==> src/rtl/mem_arbiter.sv <==
// mem_arbiter: shares one single-port synchronous RAM between the instruction
// fetch port (I) and the load/store port (D). One transaction is in flight at a
// time; contention is settled round-robin and each response returns to the
// port that issued the request after a fixed read latency.
module mem_arbiter #(
    parameter int ADDR_W  = 32,
    parameter int DATA_W  = 32,
    parameter int LATENCY = 1
) (
    input  logic                  clk,
    input  logic                  rst_n,
    input  logic                  i_req_valid,
    output logic                  i_req_ready,
    input  logic [ADDR_W-1:0]     i_req_addr,
    output logic                  i_rsp_valid,
    output logic [DATA_W-1:0]     i_rsp_data,
    input  logic                  d_req_valid,
    output logic                  d_req_ready,
    input  logic [ADDR_W-1:0]     d_req_addr,
    input  logic                  d_req_we,
    input  logic [DATA_W-1:0]     d_req_wdata,
    input  logic [DATA_W/8-1:0]   d_req_wstrb,
    output logic                  d_rsp_valid,
    output logic [DATA_W-1:0]     d_rsp_data,
    output logic                  mem_en,
    output logic [DATA_W/8-1:0]   mem_we,
    output logic [ADDR_W-1:0]     mem_addr,
    output logic [DATA_W-1:0]     mem_wdata,
    input  logic [DATA_W-1:0]     mem_rdata,
    output logic                  busy
);

    localparam int         STRB_W = DATA_W / 8;
    localparam logic [2:0] LAT_C  = 3'(LATENCY);

    typedef enum logic {IDLE, WAIT} state_t;

    state_t              state;
    logic [2:0]          cnt;
    logic                owner;       // 0 = I, 1 = D
    logic                is_wr;
    logic                last_grant;  // 0 = I, 1 = D
    logic [ADDR_W-1:0]   addr_q;
    logic [DATA_W-1:0]   wdata_q;
    logic                grant_i;
    logic                grant_d;
    logic                accept;

    // Round-robin grant: a lone requester wins, a tie goes to whoever did not win last.
    always_comb begin
        grant_i = (state == IDLE) && i_req_valid && (!d_req_valid || last_grant);
        grant_d = (state == IDLE) && d_req_valid && (!i_req_valid || !last_grant);
        accept  = grant_i || grant_d;
    end

    assign i_req_ready = grant_i;
    assign d_req_ready = grant_d;
    assign busy        = (state != IDLE);

    // RAM drive: live from the granted request on the accept cycle, otherwise hold
    // the last driven address/data so the RAM pins do not toggle needlessly.
    always_comb begin
        mem_en    = accept;
        mem_we    = (grant_d && d_req_we) ? d_req_wstrb : {STRB_W{1'b0}};
        mem_addr  = grant_i ? i_req_addr : (grant_d ? d_req_addr : addr_q);
        mem_wdata = grant_d ? d_req_wdata : wdata_q;
    end

    // Transaction FSM: accept in IDLE, count out the read latency in WAIT, then
    // register the response for the owning port.
    always_ff @(posedge clk) begin
        if (!rst_n) begin
            state       <= IDLE;
            cnt         <= 3'd0;
            owner       <= 1'b0;
            is_wr       <= 1'b0;
            last_grant  <= 1'b1;
            addr_q      <= '0;
            wdata_q     <= '0;
            i_rsp_valid <= 1'b0;
            d_rsp_valid <= 1'b0;
            i_rsp_data  <= '0;
            d_rsp_data  <= '0;
        end else begin
            i_rsp_valid <= 1'b0;
            d_rsp_valid <= 1'b0;
            case (state)
                IDLE: begin
                    if (accept) begin
                        addr_q     <= mem_addr;
                        wdata_q    <= mem_wdata;
                        owner      <= grant_d;
                        is_wr      <= grant_d && d_req_we;
                        last_grant <= grant_d;
                        cnt        <= 3'd1;
                        state      <= WAIT;
                    end
                end
                WAIT: begin
                    cnt <= cnt + 3'd1;
                    if (cnt == LAT_C) begin
                        // Write acks carry zero data rather than whatever the RAM drives.
                        if (owner) begin
                            d_rsp_valid <= 1'b1;
                            d_rsp_data  <= is_wr ? '0 : mem_rdata;
                        end else begin
                            i_rsp_valid <= 1'b1;
                            i_rsp_data  <= mem_rdata;
                        end
                        state <= IDLE;
                    end
                end
                default: state <= IDLE;
            endcase
        end
    end

endmodule

==> config.mk <==
export PLATFORM = sky130hd
export DESIGN_NAME = mem_arbiter
export DESIGN_NICKNAME = d
export VERILOG_FILES = /design/src/rtl/mem_arbiter.sv
export SDC_FILE = /design/constraint.sdc
export NUM_CORES = 1
export LEC_CHECK = 0
export ABC_AREA = 0
export CAP_MARGIN = 40
export CORE_MARGIN = 5
export CORE_UTILIZATION = 40
export DETAILED_ROUTE_END_ITERATION = 10
export GPL_ROUTABILITY_DRIVEN = 0
export GPL_TIMING_DRIVEN = 0
export PLACE_DENSITY = 0.76
export SLEW_MARGIN = 20
export SYNTH_ARGS = -nofsm -noshare
export SYNTH_HDL_FRONTEND = slang
export SYNTH_SLANG_ARGS = --single-unit
==> constraint.sdc <==
create_clock -name clk -period 2.1 [get_ports clk]
set_input_delay 0.42 -clock clk [delete_from_list [all_inputs] [get_ports clk]]
set_output_delay 0.42 -clock clk [all_outputs]
set_load 0.05 [all_outputs]
# After elaboration in Yosys (flattened, before gate mapping)
# Index checks and enable logic that the tools add are counted.
word_totals:
  regBits: 137
  input_bits: 137
  out_inout_bits: 138
classes:
  addsub: 1
  eq_ne: 2
  n_mux: 12
  bitwise_logic: 2
  n_reduce_logical: 15
op_table:
  columns: ["operator", "n"]
  rows:
  - ["$mux W32", 4]
  - ["$reduce_and A3 Y1", 3]
  - ["$pmux W3 S2", 1]
  - ["$logic_and A1 B1 Y1", 5]
  - ["$mux W1", 4]
  - ["$mux W4", 1]
  - ["$add A3 B1 Y3 const B", 1]
  - ["$eq A3 B1 Y1 const B", 1]
  - ["$logic_not A1 Y1", 3]
  - ["$logic_or A1 B1 Y1", 3]
  - ["$mux W3", 1]
  - ["$ne A2 B2 Y1 const B", 1]
  - ["$not A1 Y1", 2]
  - ["$pmux W1 S2", 1]
  - ["$reduce_and A2 Y1", 1]

# Longest topological paths before layout
depth:
  ltp_word: 6
  ltp_mapped: 7

# Least setup slack after synthesis
# No wires, ideal clock.
synth_path:
  path_kind: "reg-to-output"
  start: "reg state (netlist: busy)"
  end: "out mem_addr[0]"
  t_arrival_ns: 2.128
  path_slack_ns: -0.448
  stages_incl_launch_ff: 6
  path_cell_list: "dfxtp_1 -> buf_4 -> o21ba_4 -> buf_2 -> nor2_1 -> a21oi_1"
synth_between:
  elab_chain_cells: 5
synth_rtl:
  columns: ["element", "line", "source"]
  rows:
  - ["start: declaration", "38", "state_t state;"]
  - ["start signal: assignment", "73", "state <= IDLE;"]
  - ["start signal: assignment", "96", "state <= WAIT;"]
  - ["start signal: assignment", "110", "state <= IDLE;"]
  - ["$not A1 Y1 *", null, null]
  - ["$logic_and A1 B1 Y1 (2 in series)", "52", "grant_d = (state == IDLE) && d_req_valid && (!i_req_valid || !last_grant);"]
  - ["$mux W32", "65", "mem_addr = grant_i ? i_req_addr : (grant_d ? d_req_addr : addr_q);"]
  - ["$mux W32 *", "65", null]
  - ["end: declaration", "27", "output logic [ADDR_W-1:0] mem_addr,"]
# Every way passes the cells marked *; elsewhere a longest branch is shown, timed or not.

# Final worst setup path
layout_path:
  start: "in i_req_valid"
  end: "out mem_wdata[20]"
layout_between:
  elab_chain_cells: 4
layout_rtl:
  columns: ["element", "line", "source"]
  rows:
  - ["start: declaration", "12", "input logic i_req_valid,"]
  - ["$logic_not A1 Y1", "52", null]
  - ["$logic_or A1 B1 Y1", "52", null]
  - ["$logic_and A1 B1 Y1", "52", null]
  - ["$mux W32", "66", "mem_wdata = grant_d ? d_req_wdata : wdata_q;"]
  - ["end: declaration", "28", "output logic [DATA_W-1:0] mem_wdata,"]
# No other way between the ends.

==> summary.md <==
| Metric | Value |
|---|---|
| Post-route antenna net violation count | `0` |
| Synth Warn # | `0` |
| Internal power | `5880 uW` |
| Tmin final | `2.32 ns` |
| Setup ws final | `-0.224 ns` |
| Area Overhead vs Synth | `89.7%` |
| P per Cell Area | `798 nW/um^2` |
| Final setup viols | `68` |
| Number of synthesized flops with an enable pin | `0` |
| DR DRC count | `0` |
| Slew Viols, Final | `0` |
| Slew @ Worst Pin | `0.641 ns` |
| CTS max path bufs | `2` |
| CTS tree | `built` |
| Violated checks | `setup timing` |
| Final Util | `76.7%` |
| Comb power frac | `38.0%` |
| Syn_nets | `832` |
| Pleak | `0.00429 uW` |
| Total CTS buffers | `17` |
| Core Area | `15000 sq um` |
| Die X | `133 um` |
| Sw Ratio | `36.1%` |
| Initial Utilization | `40.4%` |
| Total grt overflow | `0` |
| Crit path capture type | `output pin` |
| Final hold violation count | `0` |
| DIE AREA | `17800 sq um` |
| Clk network pwr share | `30.7%` |
| Wirelength, routed | `26.7 mm` |
| Kind of cell adding the most delay to the critical path | `buffers and inverters` |
| Largest area contributor in the netlist | `dfxtp_1` |
| I/O pins | `275` |
| Critical path peak fanout | `10` |
| Reg power frac | `31.2%` |
| Distinct cells, synth | `35` |
| Final period util | `111%` |
| Switch Pwr | `3320 uW` |
| Largest net degree at the start of global routing | `17` |
| Predominant post-synthesis flop cell | `dfxtp_1` |
| DR pass1 iterations | `5` |
| Vias | `7005` |
| First-pass GRT wire length | `39.0 mm` |
| # diodes | `0` |
| Critical path arrival | `1.90 ns` |
| Max incr delay on CP | `0.35 ns` |
| Worst hold path type | `register to register` |
| CP Buf/Inv Count | `4` |
| Status | `finished, violations left` |
| DP HPWL | `15.6 mm` |
| Layout filler cell count | `923` |
| Area fraction of the dominant cell type after synthesis | `45.1%` |
| Startpoint Class | `primary input` |
| Initial antenna violation count | `0` |
| Synth Area per Inst | `8.77 sq um` |
| Iter 0 DRT Violations | `413` |
| Crit-path cells | `clkdlybuf4s15_1, a21bo_4, nand2b_4, clkinv_8, buf_12, mux2_2, buf_6` |
| CTS Root Cell | `clkbuf_16` |
| Gate Count Post-Synth | `693` |
| Reg clk slew, reported paths | `0.06 ns` |
| Rows | `45` |
| Buffers on Ports | `273` |
| Slowest cell on crit path | `mux2_2` |
| Clk Latency, worst-skew pair | `0.42 ns` |
| Slew headroom | `57.3%` |
| Synth async-reset ratio | `0%` |
| Total Nets Final | `1176` |
| Synth Cell Area | `6080 sq um` |
| Post-DR wirelength/cell | `21.6 um` |
| Setup slack at placement | `-1.13 ns` |
| Drt via density | `5.66` |
| RSZ-0062 raised after global routing | `yes` |
| Sequential share of the synthesized area | `45.1%` |
| Maximum vdd drop | `578 uV` |
| Critical path class | `primary input to output pin` |
| Total GRT Usage | `27.6%` |
| Clock Skew | `0.00578 ns` |
| Req. time, crit path | `1.68 ns` |
| #FFs+latches synth | `137` |
| Synth area leaders | `dfxtp_1 45%, nand2_1 8.2%, mux2_2 5.9%` |
| Layout cell share with drive strength beyond 1 | `30.3%` |
| Vias in the first global route | `7071` |
| Chip height | `133 um` |
| Clk sink count | `137` |
| Max-Cap Viols | `0` |
| Fmax | `430 MHz` |
| H-tree depth | `4` |
[cells by family after synthesis]
kind of cell	synth area share [%]
compound gates	17.5
xor+xnor	0.144
fa+ha+maj	0.412
buf+inv	6.28
flops	45.1
mux	11.2
simple gates	19.3
[worst paths after layout]
kind | slack, ns | to | start | cells past startpoint
max | -0.22 | mem_wdata[20] | i_req_valid | 7
min | 0.46 | wdata_q[14]$_SDFFE_PN0P_ | wdata_q[14]$_SDFFE_PN0P_ | 2
max reg2reg | 0.27 | i_rsp_data[24]$_SDFFE_PN0P_ | cnt[1]$_SDFFE_PN0P_ | 7
min reg2reg | 0.46 | wdata_q[14]$_SDFFE_PN0P_ | wdata_q[14]$_SDFFE_PN0P_ | 2
[power by group through the flow]
stage / registers [uW] / logic (uW) / clock network, uW
after floorplan: 3040 / 1550 / 0
after global placement: 2890 / 2640 / 0
after detailed placement: 2900 / 2650 / 0
after CTS: 2850 / 3270 / 2850
after global routing: 2890 / 3620 / 2950
final: 2870 / 3500 / 2830
[cell usage in the layout, fill, tap and decap left out, drive strengths merged]
master / synthesis / final
clkdlybuf4s50: 0 / 199
buf: 41 / 162
dfxtp: 137 / 137
nand2: 133 / 133
o21ai: 64 / 64
clkbuf: 30 / 51
nand3: 33 / 33
a211oi: 33 / 33
a21oi: 33 / 33
nor2: 33 / 33
o32ai: 32 / 32
nand4b: 32 / 32
mux2i: 32 / 32
mux2: 32 / 32
clkinv: 0 / 7
inv: 5 / 6
and3: 4 / 4
clkinvlp: 0 / 4
nand2b: 3 / 3
nor3: 3 / 3
o22ai: 2 / 2
ha: 2 / 2
dlygate4sd2: 0 / 2
a21bo: 1 / 1
nor2b: 1 / 1
o21ba: 1 / 1
and4b: 1 / 1
nand4bb: 1 / 1
or3: 1 / 1
and2: 1 / 1
o221a: 1 / 1
xor2: 1 / 1
bufinv: 0 / 1
clkdlybuf4s15: 0 / 1
[per-layer routing]
metal / GRT usage [%] / up-vias / routed length (um)
met5: 0 / - / 0
met1: 31.7 / 3374 / 10300
met2: 47.1 / 380 / 12900
met3: 7.85 / 75 / 2300
met4: 13.6 / 0 / 1200
li1: - / 3176 / -
[registers in the layout (all words and copies together) (netlist names), 3 cells and up]
register and flops:
addr_q 32, cnt 3, wdata_q 32, i_rsp_data 32, d_rsp_data 32
[cell type report]
type | count | area [sq um] | share of cell area, %
Tap cell | 188 | 235 | 2.04
Buffer | 71 | 572 | 4.96
Sequential cell | 137 | 2750 | 23.8
Multi-Input combinational cell | 480 | 3920 | 34.0
Clock inverter | 13 | 123 | 1.06
Clock buffer | 19 | 433 | 3.76
Inverter | 5 | 31.3 | 0.271
Timing Repair Buffer | 325 | 3470 | 30.1
[stage by stage]
step	instance area [sq um]	total power, uW	hold slack [ns]	TNS [ns]	std cells
3_5_place_dp	9250	5550	0.447	-72.52	1154
3_3_place_gp	9250	5530	0.440	-71.78	1154
5_1_grt	11500	9450	0.476	-13.52	1238
4_1_cts	11300	8980	0.460	-9.43	1228
2_1_floorplan	6280	4590	0.432	-1.74	693
6_report	11500	9200	0.456	-10.56	1238
[tightest hold or removal path: cells and delay by family, from the launching register on]
| kind | cells | cell delay (ns) |
|---|---|---|
| AND/OR/NAND/NOR | 1 | 0.05 |
| flip-flops | 1 | 0.31 |
| multiplexers | 1 | 0.05 |
[cell usage after synthesis (11+ instances only)]
| cell | instances |
|---|---|
| o21ai_0 | 64 |
| nand2_1 | 133 |
| nand3_1 | 33 |
| buf_2 | 20 |
| nand4b_1 | 32 |
| nor2_1 | 33 |
| o32ai_1 | 32 |
| dfxtp_1 | 137 |
| mux2i_1 | 32 |
| clkbuf_1 | 30 |
| buf_1 | 11 |
| mux2_2 | 32 |
| a21oi_1 | 33 |
| a211oi_1 | 33 |
[timing repair]
action                                  4_1_cts  5_1_grt
endpoints found under the setup margin       72       71
setup buffers                                34       10
pin swaps                                    44       16
resized for setup                           676       35
hold buffers                                  0        0
gates cloned                                  8        1
Power figures use the tool's default switching activity.
